<file path="config.mk">
export PLATFORM = sky130hd
export DESIGN_NAME = usb_frame_arbiter_flat
export DESIGN_NICKNAME = d
export VERILOG_FILES = /design/src/rtl/usb_arb_pkg.sv /design/src/rtl/usb_frame_arbiter_if.sv /design/src/rtl/rr_arbiter.sv /design/src/rtl/usb_frame_arbiter.sv /design/src/flat_wrapper.sv
export SDC_FILE = /design/constraint.sdc
export NUM_CORES = 1
export LEC_CHECK = 0
export BUFFER_PORTS_ARGS = -buffer_cell sky130_fd_sc_hd__buf_2
export CAP_MARGIN = 20
export CORE_MARGIN = 5
export CORE_UTILIZATION = 45
export DETAILED_ROUTE_END_ITERATION = 10
export GPL_TIMING_DRIVEN = 0
export PLACE_DENSITY_LB_ADDON = 0.2
export SETUP_SLACK_MARGIN = 0.05
export SLEW_MARGIN = 40
export SYNTH_ARGS = -nofsm -noshare
export SYNTH_HDL_FRONTEND = slang
export SYNTH_SLANG_ARGS = --single-unit
</file>
<file path="constraint.sdc">
create_clock -name clk_i -period 7.9 [get_ports clk_i]
set_input_delay 0.79 -clock clk_i [delete_from_list [all_inputs] [get_ports clk_i]]
set_output_delay 0.79 -clock clk_i [all_outputs]
set_load 0.005 [all_outputs]
</file>
<file path="src/rtl/usb_arb_pkg.sv">
// Shared types and default widths for the USB frame arbiter.
// Widths fall back to the BLE capture defaults when constant.sv has not defined them.
`ifndef TAILLE_DATA_O
`define TAILLE_DATA_O 8
`endif
`ifndef TAILLE_CHANNEL
`define TAILLE_CHANNEL 6
`endif
`ifndef TAILLE_RSSI
`define TAILLE_RSSI 8
`endif

package usb_arb_pkg;
  localparam int NB_REQ_DEF = 4;
  localparam int DATA_W_DEF = `TAILLE_DATA_O;
  localparam int CHAN_W_DEF = `TAILLE_CHANNEL;
  localparam int RSSI_W_DEF = `TAILLE_RSSI;
  localparam int LEN_W_DEF  = 8;

  // The state names the word currently presented on data_o.
  typedef enum logic [2:0] {
    IDLE = 3'd0,
    CHAN = 3'd1,
    RSSI = 3'd2,
    LEN  = 3'd3,
    PAY  = 3'd4
  } arb_state_e;
endpackage

</file>
<file path="src/rtl/usb_frame_arbiter_if.sv">
// Bundle between the per-channel packet buffers, the arbiter and the USB output port.
interface usb_frame_arbiter_if
  import usb_arb_pkg::*;
#(
  parameter int NB_REQ = NB_REQ_DEF,
  parameter int DATA_W = DATA_W_DEF,
  parameter int CHAN_W = CHAN_W_DEF,
  parameter int RSSI_W = RSSI_W_DEF,
  parameter int LEN_W  = LEN_W_DEF
) ();
  // Handshakes: req_i[k] stays high until buffer k's last word is popped; rd_o[k] pops
  // rdata_i[k] at the clock edge it is high in; valid_o has no ready (USB never stalls).
  logic [NB_REQ-1:0]        req_i;
  logic [NB_REQ*CHAN_W-1:0] chan_i;
  logic [NB_REQ*RSSI_W-1:0] rssi_i;
  logic [NB_REQ*LEN_W-1:0]  len_i;
  logic [NB_REQ*DATA_W-1:0] rdata_i;
  logic [NB_REQ-1:0]        rd_o;
  logic [DATA_W-1:0]        data_o;
  logic                     valid_o;
  logic                     frame_o;
  logic [NB_REQ-1:0]        grant_o;
  logic                     busy_o;
  arb_state_e               state_dbg;

  modport master (
    input  req_i, chan_i, rssi_i, len_i, rdata_i,
    output rd_o, data_o, valid_o, frame_o, grant_o, busy_o, state_dbg
  );

  modport slave (
    output req_i, chan_i, rssi_i, len_i, rdata_i,
    input  rd_o, data_o, valid_o, frame_o, grant_o, busy_o, state_dbg
  );
endinterface

</file>
<file path="src/rtl/rr_arbiter.sv">
// Combinational round-robin pick: first set request scanning cyclically from ptr+1.
module rr_arbiter #(
  parameter  int N  = 4,
  localparam int IW = (N > 1) ? $clog2(N) : 1
) (
  input  logic [N-1:0]  req,
  input  logic [IW-1:0] ptr,
  input  logic          en,
  output logic [N-1:0]  gnt,
  output logic [IW-1:0] idx
);
  logic          found;
  logic [IW-1:0] k;

  always_comb begin
    gnt   = '0;
    idx   = '0;
    found = 1'b0;
    k     = '0;
    for (int i = 1; i <= N; i++) begin
      k = IW'((int'(ptr) + i) % N);
      if (en && !found && req[k]) begin
        found  = 1'b1;
        gnt[k] = 1'b1;
        idx    = k;
      end
    end
  end
endmodule

</file>
<file path="src/rtl/usb_frame_arbiter.sv">
// Streams one buffer's packet as a USB frame (chan, rssi, len, payload), granting buffers
// round-robin; all outputs registered except the rd_o pop strobe.
module usb_frame_arbiter
  import usb_arb_pkg::*;
#(
  parameter int NB_REQ = NB_REQ_DEF,
  parameter int DATA_W = DATA_W_DEF,
  parameter int CHAN_W = CHAN_W_DEF,
  parameter int RSSI_W = RSSI_W_DEF,
  parameter int LEN_W  = LEN_W_DEF
) (
  input  logic         clk_i,
  input  logic         rst_i,
  usb_frame_arbiter_if.master bus
);
  localparam int IW = (NB_REQ > 1) ? $clog2(NB_REQ) : 1;

  logic [CHAN_W-1:0] chan_a  [NB_REQ];
  logic [RSSI_W-1:0] rssi_a  [NB_REQ];
  logic [LEN_W-1:0]  len_a   [NB_REQ];
  logic [DATA_W-1:0] rdata_a [NB_REQ];

  for (genvar g = 0; g < NB_REQ; g++) begin : g_unpack
    assign chan_a[g]  = bus.chan_i[g*CHAN_W +: CHAN_W];
    assign rssi_a[g]  = bus.rssi_i[g*RSSI_W +: RSSI_W];
    assign len_a[g]   = bus.len_i[g*LEN_W +: LEN_W];
    assign rdata_a[g] = bus.rdata_i[g*DATA_W +: DATA_W];
  end

  arb_state_e        state_q, state_d;
  logic [IW-1:0]     ptr_q, ptr_d, gidx_q, gidx_d;
  logic [LEN_W-1:0]  len_q, len_d, cnt_q, cnt_d;
  logic [DATA_W-1:0] data_q, data_d;
  logic              active_q, active_d;
  logic [NB_REQ-1:0] grant_q, grant_d;
  logic [NB_REQ-1:0] win_gnt, rd;
  logic [IW-1:0]     win_idx;
  logic              pop;

  rr_arbiter #(.N(NB_REQ)) u_rr (
    .req (bus.req_i),
    .ptr (ptr_q),
    .en  (state_q == IDLE),
    .gnt (win_gnt),
    .idx (win_idx)
  );

  // A pop in LEN fetches payload word 1; PAY pops again while more than one word remains.
  assign pop = rst_i && (((state_q == LEN) && (len_q != '0)) ||
                         ((state_q == PAY) && (cnt_q > LEN_W'(1))));

  always_comb begin
    rd = '0;
    if (pop) rd[gidx_q] = 1'b1;
  end

  always_comb begin
    state_d  = state_q;
    ptr_d    = ptr_q;
    gidx_d   = gidx_q;
    len_d    = len_q;
    cnt_d    = cnt_q;
    grant_d  = grant_q;
    data_d   = '0;
    active_d = 1'b0;
    case (state_q)
      IDLE: begin
        grant_d = '0;
        if (win_gnt != '0) begin
          state_d  = CHAN;
          ptr_d    = win_idx;
          gidx_d   = win_idx;
          grant_d  = win_gnt;
          len_d    = len_a[win_idx];
          data_d   = DATA_W'(chan_a[win_idx]);
          active_d = 1'b1;
        end
      end
      CHAN: begin
        state_d  = RSSI;
        data_d   = DATA_W'(rssi_a[gidx_q]);
        active_d = 1'b1;
      end
      RSSI: begin
        state_d  = LEN;
        data_d   = DATA_W'(len_q);
        active_d = 1'b1;
      end
      LEN: begin
        if (len_q == '0) begin
          state_d = IDLE;
          grant_d = '0;
        end else begin
          state_d  = PAY;
          cnt_d    = len_q;
          data_d   = rdata_a[gidx_q];
          active_d = 1'b1;
        end
      end
      PAY: begin
        if (cnt_q > LEN_W'(1)) begin
          cnt_d    = cnt_q - LEN_W'(1);
          data_d   = rdata_a[gidx_q];
          active_d = 1'b1;
        end else begin
          state_d = IDLE;
          grant_d = '0;
        end
      end
      default: begin
        state_d = IDLE;
        grant_d = '0;
      end
    endcase
  end

  always_ff @(posedge clk_i) begin
    if (!rst_i) begin
      state_q  <= IDLE;
      ptr_q    <= IW'(NB_REQ - 1);
      gidx_q   <= '0;
      len_q    <= '0;
      cnt_q    <= '0;
      data_q   <= '0;
      active_q <= 1'b0;
      grant_q  <= '0;
    end else begin
      state_q  <= state_d;
      ptr_q    <= ptr_d;
      gidx_q   <= gidx_d;
      len_q    <= len_d;
      cnt_q    <= cnt_d;
      data_q   <= data_d;
      active_q <= active_d;
      grant_q  <= grant_d;
    end
  end

  assign bus.rd_o      = rd;
  assign bus.data_o    = data_q;
  assign bus.valid_o   = active_q;
  assign bus.frame_o   = active_q;
  assign bus.grant_o   = grant_q;
  assign bus.busy_o    = (state_q != IDLE);
  assign bus.state_dbg = state_q;
endmodule

</file>
<file path="src/flat_wrapper.sv">
// flat-port wrapper written by rule: the top's interface ports become plain ports
module usb_frame_arbiter_flat import usb_arb_pkg::*;
#(
  parameter int NB_REQ = NB_REQ_DEF,
  parameter int DATA_W = DATA_W_DEF,
  parameter int CHAN_W = CHAN_W_DEF,
  parameter int RSSI_W = RSSI_W_DEF,
  parameter int LEN_W  = LEN_W_DEF
)
  (clk_i, rst_i, bus_req_i, bus_chan_i, bus_rssi_i, bus_len_i, bus_rdata_i, bus_rd_o, bus_data_o, bus_valid_o, bus_frame_o, bus_grant_o, bus_busy_o, bus_state_dbg);
  usb_frame_arbiter_if #(.NB_REQ(NB_REQ), .DATA_W(DATA_W), .CHAN_W(CHAN_W), .RSSI_W(RSSI_W), .LEN_W(LEN_W)) bus_i ();
  input  logic clk_i;
  input  logic rst_i;
  input wire logic [$bits(bus_i.req_i)-1:0] bus_req_i;
  input wire logic [$bits(bus_i.chan_i)-1:0] bus_chan_i;
  input wire logic [$bits(bus_i.rssi_i)-1:0] bus_rssi_i;
  input wire logic [$bits(bus_i.len_i)-1:0] bus_len_i;
  input wire logic [$bits(bus_i.rdata_i)-1:0] bus_rdata_i;
  output wire logic [$bits(bus_i.rd_o)-1:0] bus_rd_o;
  output wire logic [$bits(bus_i.data_o)-1:0] bus_data_o;
  output wire logic [$bits(bus_i.valid_o)-1:0] bus_valid_o;
  output wire logic [$bits(bus_i.frame_o)-1:0] bus_frame_o;
  output wire logic [$bits(bus_i.grant_o)-1:0] bus_grant_o;
  output wire logic [$bits(bus_i.busy_o)-1:0] bus_busy_o;
  output wire logic [$bits(bus_i.state_dbg)-1:0] bus_state_dbg;
  assign bus_i.req_i = bus_req_i;
  assign bus_i.chan_i = bus_chan_i;
  assign bus_i.rssi_i = bus_rssi_i;
  assign bus_i.len_i = bus_len_i;
  assign bus_i.rdata_i = bus_rdata_i;
  assign bus_rd_o = bus_i.rd_o;
  assign bus_data_o = bus_i.data_o;
  assign bus_valid_o = bus_i.valid_o;
  assign bus_frame_o = bus_i.frame_o;
  assign bus_grant_o = bus_i.grant_o;
  assign bus_busy_o = bus_i.busy_o;
  assign bus_state_dbg = bus_i.state_dbg;
  usb_frame_arbiter #(.NB_REQ(NB_REQ), .DATA_W(DATA_W), .CHAN_W(CHAN_W), .RSSI_W(RSSI_W), .LEN_W(LEN_W)) u_core (.clk_i(clk_i), .rst_i(rst_i), .bus(bus_i));
endmodule
</file>
== After elaboration in Yosys (flattened, before gate mapping) ==
Index checks and enable logic that the tools add are counted.
W data, S select, Z words.
Storage, ports and cells
  register bits after elaboration: 36
  latch bits: 0
  RAM bits: 0
  memory bits (read-only): 0
  output and inout bits: 22
  word-level logic and storage cells: 132
  memories kept: 0
Cells by class
  add/subtract/negate cells: 5
  multipliers: 0
  div/mod/pow operators: 0
  $lt $le $gt $ge: 13
  equality and inequality tests: 9
  shift operators: 0
  mux-type cells: 61
  bitwise gates (word level): 6
  reductions and logical operators: 30
Operators with widths (number)
  $mux W8: 10
  $bmux W8 S2: 3
  $pmux W8 S5: 1
  $mux W4: 8
  $mux W6: 3
  $pmux W4 S4: 1
  $pmux W8 S2: 1
  $logic_and A1 B1 Y1: 15
  $lt A2 B3 Y1 const B: 5
  $mux W1: 15
  $pmux W3 S5: 1
  $bmux W6 S2: 1
  $or A4 B4 Y4: 3
  $demux W1 S2: 5
  $ge A2 B1 Y1 const B: 5
  $mux W3: 3
  $bmux W1 S2: 4
  $gt A8 B1 Y1 const B: 1
  $logic_not A8 Y1: 1
  $mux W2: 4
  $ne A2 B2 Y1 const B: 4
  $reduce_bool A8 Y1: 1
  $sub A8 B1 Y8 const B: 1
  $eq A3 B2 Y1 const B: 2
  18 further kinds: 26

== Depth between registers and ports, before layout ==
  word-level depth: 23
  gate-level depth with buffers: 13
  mapped depth without buffers: 9

== Cells and area by module ==
A second synthesis with hierarchy kept.
Second synthesis, totals
  cell total of the unflattened synthesis: 315
  area, all modules: 2954.1 sq um
Modules (own cells, without submodules)
  usb_frame_arbiter: times used 1, cells an instance 261, area an instance 2467.4 sq um, sequential area each 720.7 sq um
  rr_arbiter: times used 1, cells an instance 54, area an instance 486.7 sq um, sequential area each 0.0 sq um

== Worst setup path before layout ==
No wires, ideal clock.
  kind: register to register
  start: register u_core.ptr_q[0]
  end: register u_core.data_q[0] (netlist: u_core.bus.data_o[0])
  arrival time: 2.959 ns
  data required time: 7.783 ns
  setup slack: 4.825 ns
  stages on the path, launching flop included: 14
  buffers on the path: 4
  clock period less this slack: 3.075 ns
  cell sequence: dfxtp_1 buf_6 buf_2 inv_1 ha_1 buf_2 mux4_2 nand2_1 o21ai_1 a222oi_1 nand4_2 and2_1 buf_6 a22o_1
Between the ends
  cells in the longest elaborated chain, start to end: 23
RTL lines
  start, declared: line usb_frame_arbiter.sv:31  | logic [IW-1:0] ptr_q, ptr_d, gidx_q, gidx_d;
  start signal, assigned: line usb_frame_arbiter.sv:120  | ptr_q <= IW'(NB_REQ - 1);
  start signal, assigned: line usb_frame_arbiter.sv:129  | ptr_q <= ptr_d;
  $add A2 B1 Y2: line rr_arbiter.sv:21  | k = IW'((int'(ptr) + i) % N);
  $bmux W1 S2: line rr_arbiter.sv:22  | if (en && !found && req[k]) begin
  $mux W1 (implied by the code): line rr_arbiter.sv:22
  $logic_and A1 B1 Y1: line rr_arbiter.sv:22
  $mux W1: line rr_arbiter.sv:22
  $logic_not A1 Y1: line rr_arbiter.sv:22
  $logic_and A1 B1 Y1 (2 in a row): line rr_arbiter.sv:22
  $mux W1: line rr_arbiter.sv:22
  [... 4 more ...]
  $logic_not A1 Y1: line rr_arbiter.sv:22
  $logic_and A1 B1 Y1 (2 in a row): line rr_arbiter.sv:22
  $mux W2: line rr_arbiter.sv:22
  $not A2 Y3 (implied by the code): line usb_frame_arbiter.sv:75  | data_d = DATA_W'(chan_a[win_idx]);
  $bmux W6 S2: line usb_frame_arbiter.sv:75
  $mux W6 (implied by the code) (2 in a row): line usb_frame_arbiter.sv:75
  $mux W6 *: line usb_frame_arbiter.sv:69  | if (win_gnt != '0) begin
  $pmux W8 S5 *: line usb_frame_arbiter.sv:66  | case (state_q)
  end signal, assigned: line usb_frame_arbiter.sv:133  | data_q <= data_d;
  end, declared: line usb_frame_arbiter.sv:33  | logic [DATA_W-1:0] data_q, data_d;
Every way passes the cells marked *; elsewhere a longest branch is shown, timed or not. The select of a mux whose other input is x is not followed.
A chain may end at the register's enable or synchronous reset.

== Final worst setup path ==
  start: register u_core.ptr_q[0]
  end: register u_core.data_q[4] (netlist: u_core.bus.data_o[4])
Same word-level chain as after synthesis.

==> impl_metrics.env <==
export IMPL_setup_tns_ns=0
export IMPL_finalClockSkew_ns=0.00411
export IMPL_port_buffers=145
export IMPL_yosysTopAreaCell="dfxtp_1"
export IMPL_finalSetupViolCount=0
export IMPL_crit_path_cell_trace="buf_6 > buf_2 > inv_1 > ha_1 > buf_2 > mux4_2 > a21oi_1 > a21oi_1 > o21ai_1 > buf_2 > mux4_2 > a22o_1"
export IMPL_die_area_mm2=0.00819
export IMPL_start_util_pct=46.2
export IMPL_fp_dieH_um=90.5
export IMPL_cts_root_buf="clkbuf_8"
export IMPL_post_route_min_period_ns=3.59
export IMPL_grt_antenna_before_repair=0
export IMPL_insertion_delay_ns=0.30
export IMPL_cpMaxStageDelayCell="o21ai_1"
export IMPL_slew_viol_final=0
export IMPL_min_path_type="register to register"
export IMPL_rows=29
export IMPL_num_antenna_cells=0
export IMPL_cp_required_ns=8.10
export IMPL_wirelength_um=8980
export IMPL_slew_headroom_pct=57.0
export IMPL_path_max_fanout=10
export IMPL_ys_warnings_count=0
export IMPL_clk_pin_slew_ns=0.08
export IMPL_wl_per_cell_um=16.3
export IMPL_cts_resized=0
export IMPL_synth_seq_cells=36
export IMPL_fmax_mhz=278
export IMPL_grt_pass1_vias=2973
export IMPL_cp_common_cell="buf_2"
export IMPL_worstHoldEndpoint="u_core.bus.grant_o[0]$_SDFFE_PN0P_"
export IMPL_synthCells=321
export IMPL_tightest_slew_ns=0.644
export IMPL_peakVddDrop_v=0.000181
export IMPL_crit_family="buffers and inverters"
export IMPL_power_leakage_uw=0.00178
export IMPL_yosysUniqueCellTypes=41
export IMPL_grt_max_degree=14
export IMPL_dr_total_vias=3141
export IMPL_grt_usage_pct=21.5
export IMPL_globalplace_congestion=0.930
export IMPL_synth_top_area_share_pct=24.7
export IMPL_ys_seq_area_share_pct=24.7
export IMPL_synth_flop_cell="dfxtp_1"
export IMPL_io_pins=148
export IMPL_area_growth_pct=31.4
export IMPL_final_cells=551
export IMPL_holdWs_ns=0.465
export IMPL_synth_edf_count=0
export IMPL_post_route_period_util_pct=45.5
export IMPL_critPathKind="register to register"
export IMPL_r2r_end="u_core.bus.data_o[4]$_SDFF_PN0_"
export IMPL_syn_area_per_cell_um2=9.08
export IMPL_cp_num_buf_inv=5
export IMPL_firstDrtPassIters=5
export IMPL_maxCapViolCount=0
export IMPL_regArea_um2=721
export IMPL_post_cts_setup_buffers=0
export IMPL_synth_nets=457
export IMPL_holdBufCountCts=0
export IMPL_vias_per_cell=5.70
export IMPL_drc=0
export IMPL_dp_cells=543
export IMPL_die_x_um=90.5
export IMPL_clock_sinks=36
export IMPL_holdPathStages=2
export IMPL_utilization_pct=60.7
export IMPL_nets=609
export IMPL_finalHoldViolCount=0
export IMPL_cp_end_kind="register"
export IMPL_arrival_ns=3.79
export IMPL_slowest_delay_ns=0.46
export IMPL_cts_buffers=5
export IMPL_drive_above_1_share_pct=43.0
export IMPL_cp_start_kind="register"
export IMPL_h_tree_depth=2
export IMPL_yosysMostFrequentCell="dfxtp_1"
export IMPL_cts_tree="done"
export IMPL_dp_hpwl_um=7290
export IMPL_nFillCells=587
export IMPL_grt_pass1_wl_um=14800
export IMPL_status="completed"
export IMPL_min_delay_start="u_core.bus.grant_o[0]$_SDFFE_PN0P_"
export IMPL_clockBufferDepth=2
export IMPL_synth_area_leaders="dfxtp_1 25%, mux4_2 19%, mux2i_1 6.5%"
export IMPL_yosys_top_cells_count="36 x dfxtp_1, 34 x nand2_1, 25 x nor2_1, 24 x mux4_2, 19 x mux2i_1"
export IMPL_multi_input_area_mm2=0.00201
export IMPL_synth_area_mm2=0.00292
export IMPL_total_power_uw=1210
export IMPL_rsz0062_at_grt="no"
export IMPL_dr_first_iter_drc_count=184
export IMPL_reg2reg_depth=12
export IMPL_p_per_area_mw_per_mm2=316
export IMPL_async_flop_share_pct=0
export IMPL_drtAntennaViolNets=0
export IMPL_r2r_slack_ns=4.31
export IMPL_r2r_start="u_core.ptr_q[0]$_SDFFE_PN1P_"
export IMPL_coreArea_mm2=0.00631
export IMPL_grt_overflow=0
-- where the power goes --
group,total [µW],internal [µW],leakage [µW],switching (µW)
Sequential,282,234,0.000295,48.4
Combinational,789,386,0.00144,403
Clock,138,62.5,0.0000404,75.5
Total,1210,682,0.00178,527
-- flip-flops by register name (all words and copies together), names as in the netlist --
name	flops
u_core.bus.data_o	8
u_core.cnt_q	8
u_core.len_q	8
u_core.bus.grant_o	4
u_core.bus.state_dbg	3
u_core.gidx_q	2
u_core.ptr_q	2
u_core.bus.frame_o	1
-- kinds of logic (layout without fill, tap and decap cells) --
family | after synthesis | in the layout | synth area share [%]
AO/OA/AOI/OAI | 89 | 89 | 21.2
adder cells (fa/ha/maj) | 10 | 10 | 4.29
buffers and inverters | 43 | 196 | 6.48
flip-flops | 36 | 36 | 24.7
multiplexers | 51 | 51 | 28.2
AND/OR/NAND/NOR | 92 | 92 | 15.1
-- final cells by class --
| cell class | count | share of cell area, % |
|---|---|---|
| flip-flops and latches | 36 | 18.8 |
| clock inverters | 3 | 0.621 |
| multi-input cells | 242 | 52.4 |
| plain buffers | 26 | 3.30 |
| well taps | 77 | 2.51 |
| clock buffers | 5 | 1.80 |
| repair buffers | 145 | 18.9 |
| inverters | 17 | 1.67 |
-- stage by stage --
step	area (µm²)	setup WS (ns)
2_1_floorplan	2920	4.82
3_5_place_dp	3740	4.29
6_report	3830	4.31
3_3_place_gp	3740	4.34
5_1_grt	3830	4.08
4_1_cts	3830	4.29
-- layer usage --
metal  vias up  routed length [µm]  share of wire [%]  global-route usage, %
met5         -                   0                  0                      0
met3        11                 701                7.8                   4.17
met4         0                  97                1.1                   5.96
met2       143                4450                 49                   34.9
li1       1510                   -                  -                      -
met1      1477                3740                 42                   28.9
-- placed cells by master (no fill, tap or decap), types with 2 or more instances in the layout --
cell type and n:
o22ai_1 16, buf_6 2, o211ai_1 4, dfxtp_1 36, o21ai_0 17, clkinvlp_4 2, and3_1 2, nand2_1 34
nor2_1 25, buf_1 2, a22o_1 6, a22oi_1 11, nand2b_1 2, mux2_2 8, mux4_2 24, o221a_2 3
a222oi_1 4, o21ai_1 2, a21boi_0 4, nor3b_1 4, inv_1 17, nor2b_1 7, nor3_1 3, a21oi_1 9
a31oi_1 4, and2_1 8, a211oi_1 3, ha_1 10, clkbuf_1 13, buf_2 152, nor4_1 4, clkbuf_8 5
mux2i_1 19
-- tightest hold or removal path, cell delays in order, from the launching register on --
cell and delay, ns:
dfxtp_1 0.31, nand2_1 0.05, a21boi_0 0.06
-- worst max-delay path by stage --
stage	from	endpoint	slack, ns	depth (start not counted)
2_1_floorplan	u_core.ptr_q[0]$_SDFFE_PN1P_	u_core.bus.data_o[0]$_SDFF_PN0_	4.82	13
3_3_place_gp	u_core.ptr_q[0]$_SDFFE_PN1P_	u_core.bus.data_o[5]$_SDFF_PN0_	4.34	12
3_5_place_dp	u_core.ptr_q[0]$_SDFFE_PN1P_	u_core.bus.data_o[4]$_SDFF_PN0_	4.29	12
4_1_cts	u_core.ptr_q[0]$_SDFFE_PN1P_	u_core.bus.data_o[4]$_SDFF_PN0_	4.29	12
5_1_grt	u_core.ptr_q[0]$_SDFFE_PN1P_	u_core.ptr_q[0]$_SDFFE_PN1P_	4.08	13
6_report	u_core.ptr_q[0]$_SDFFE_PN1P_	u_core.bus.data_o[4]$_SDFF_PN0_	4.31	12
No activity file was read; power rests on OpenSTA's default activity.
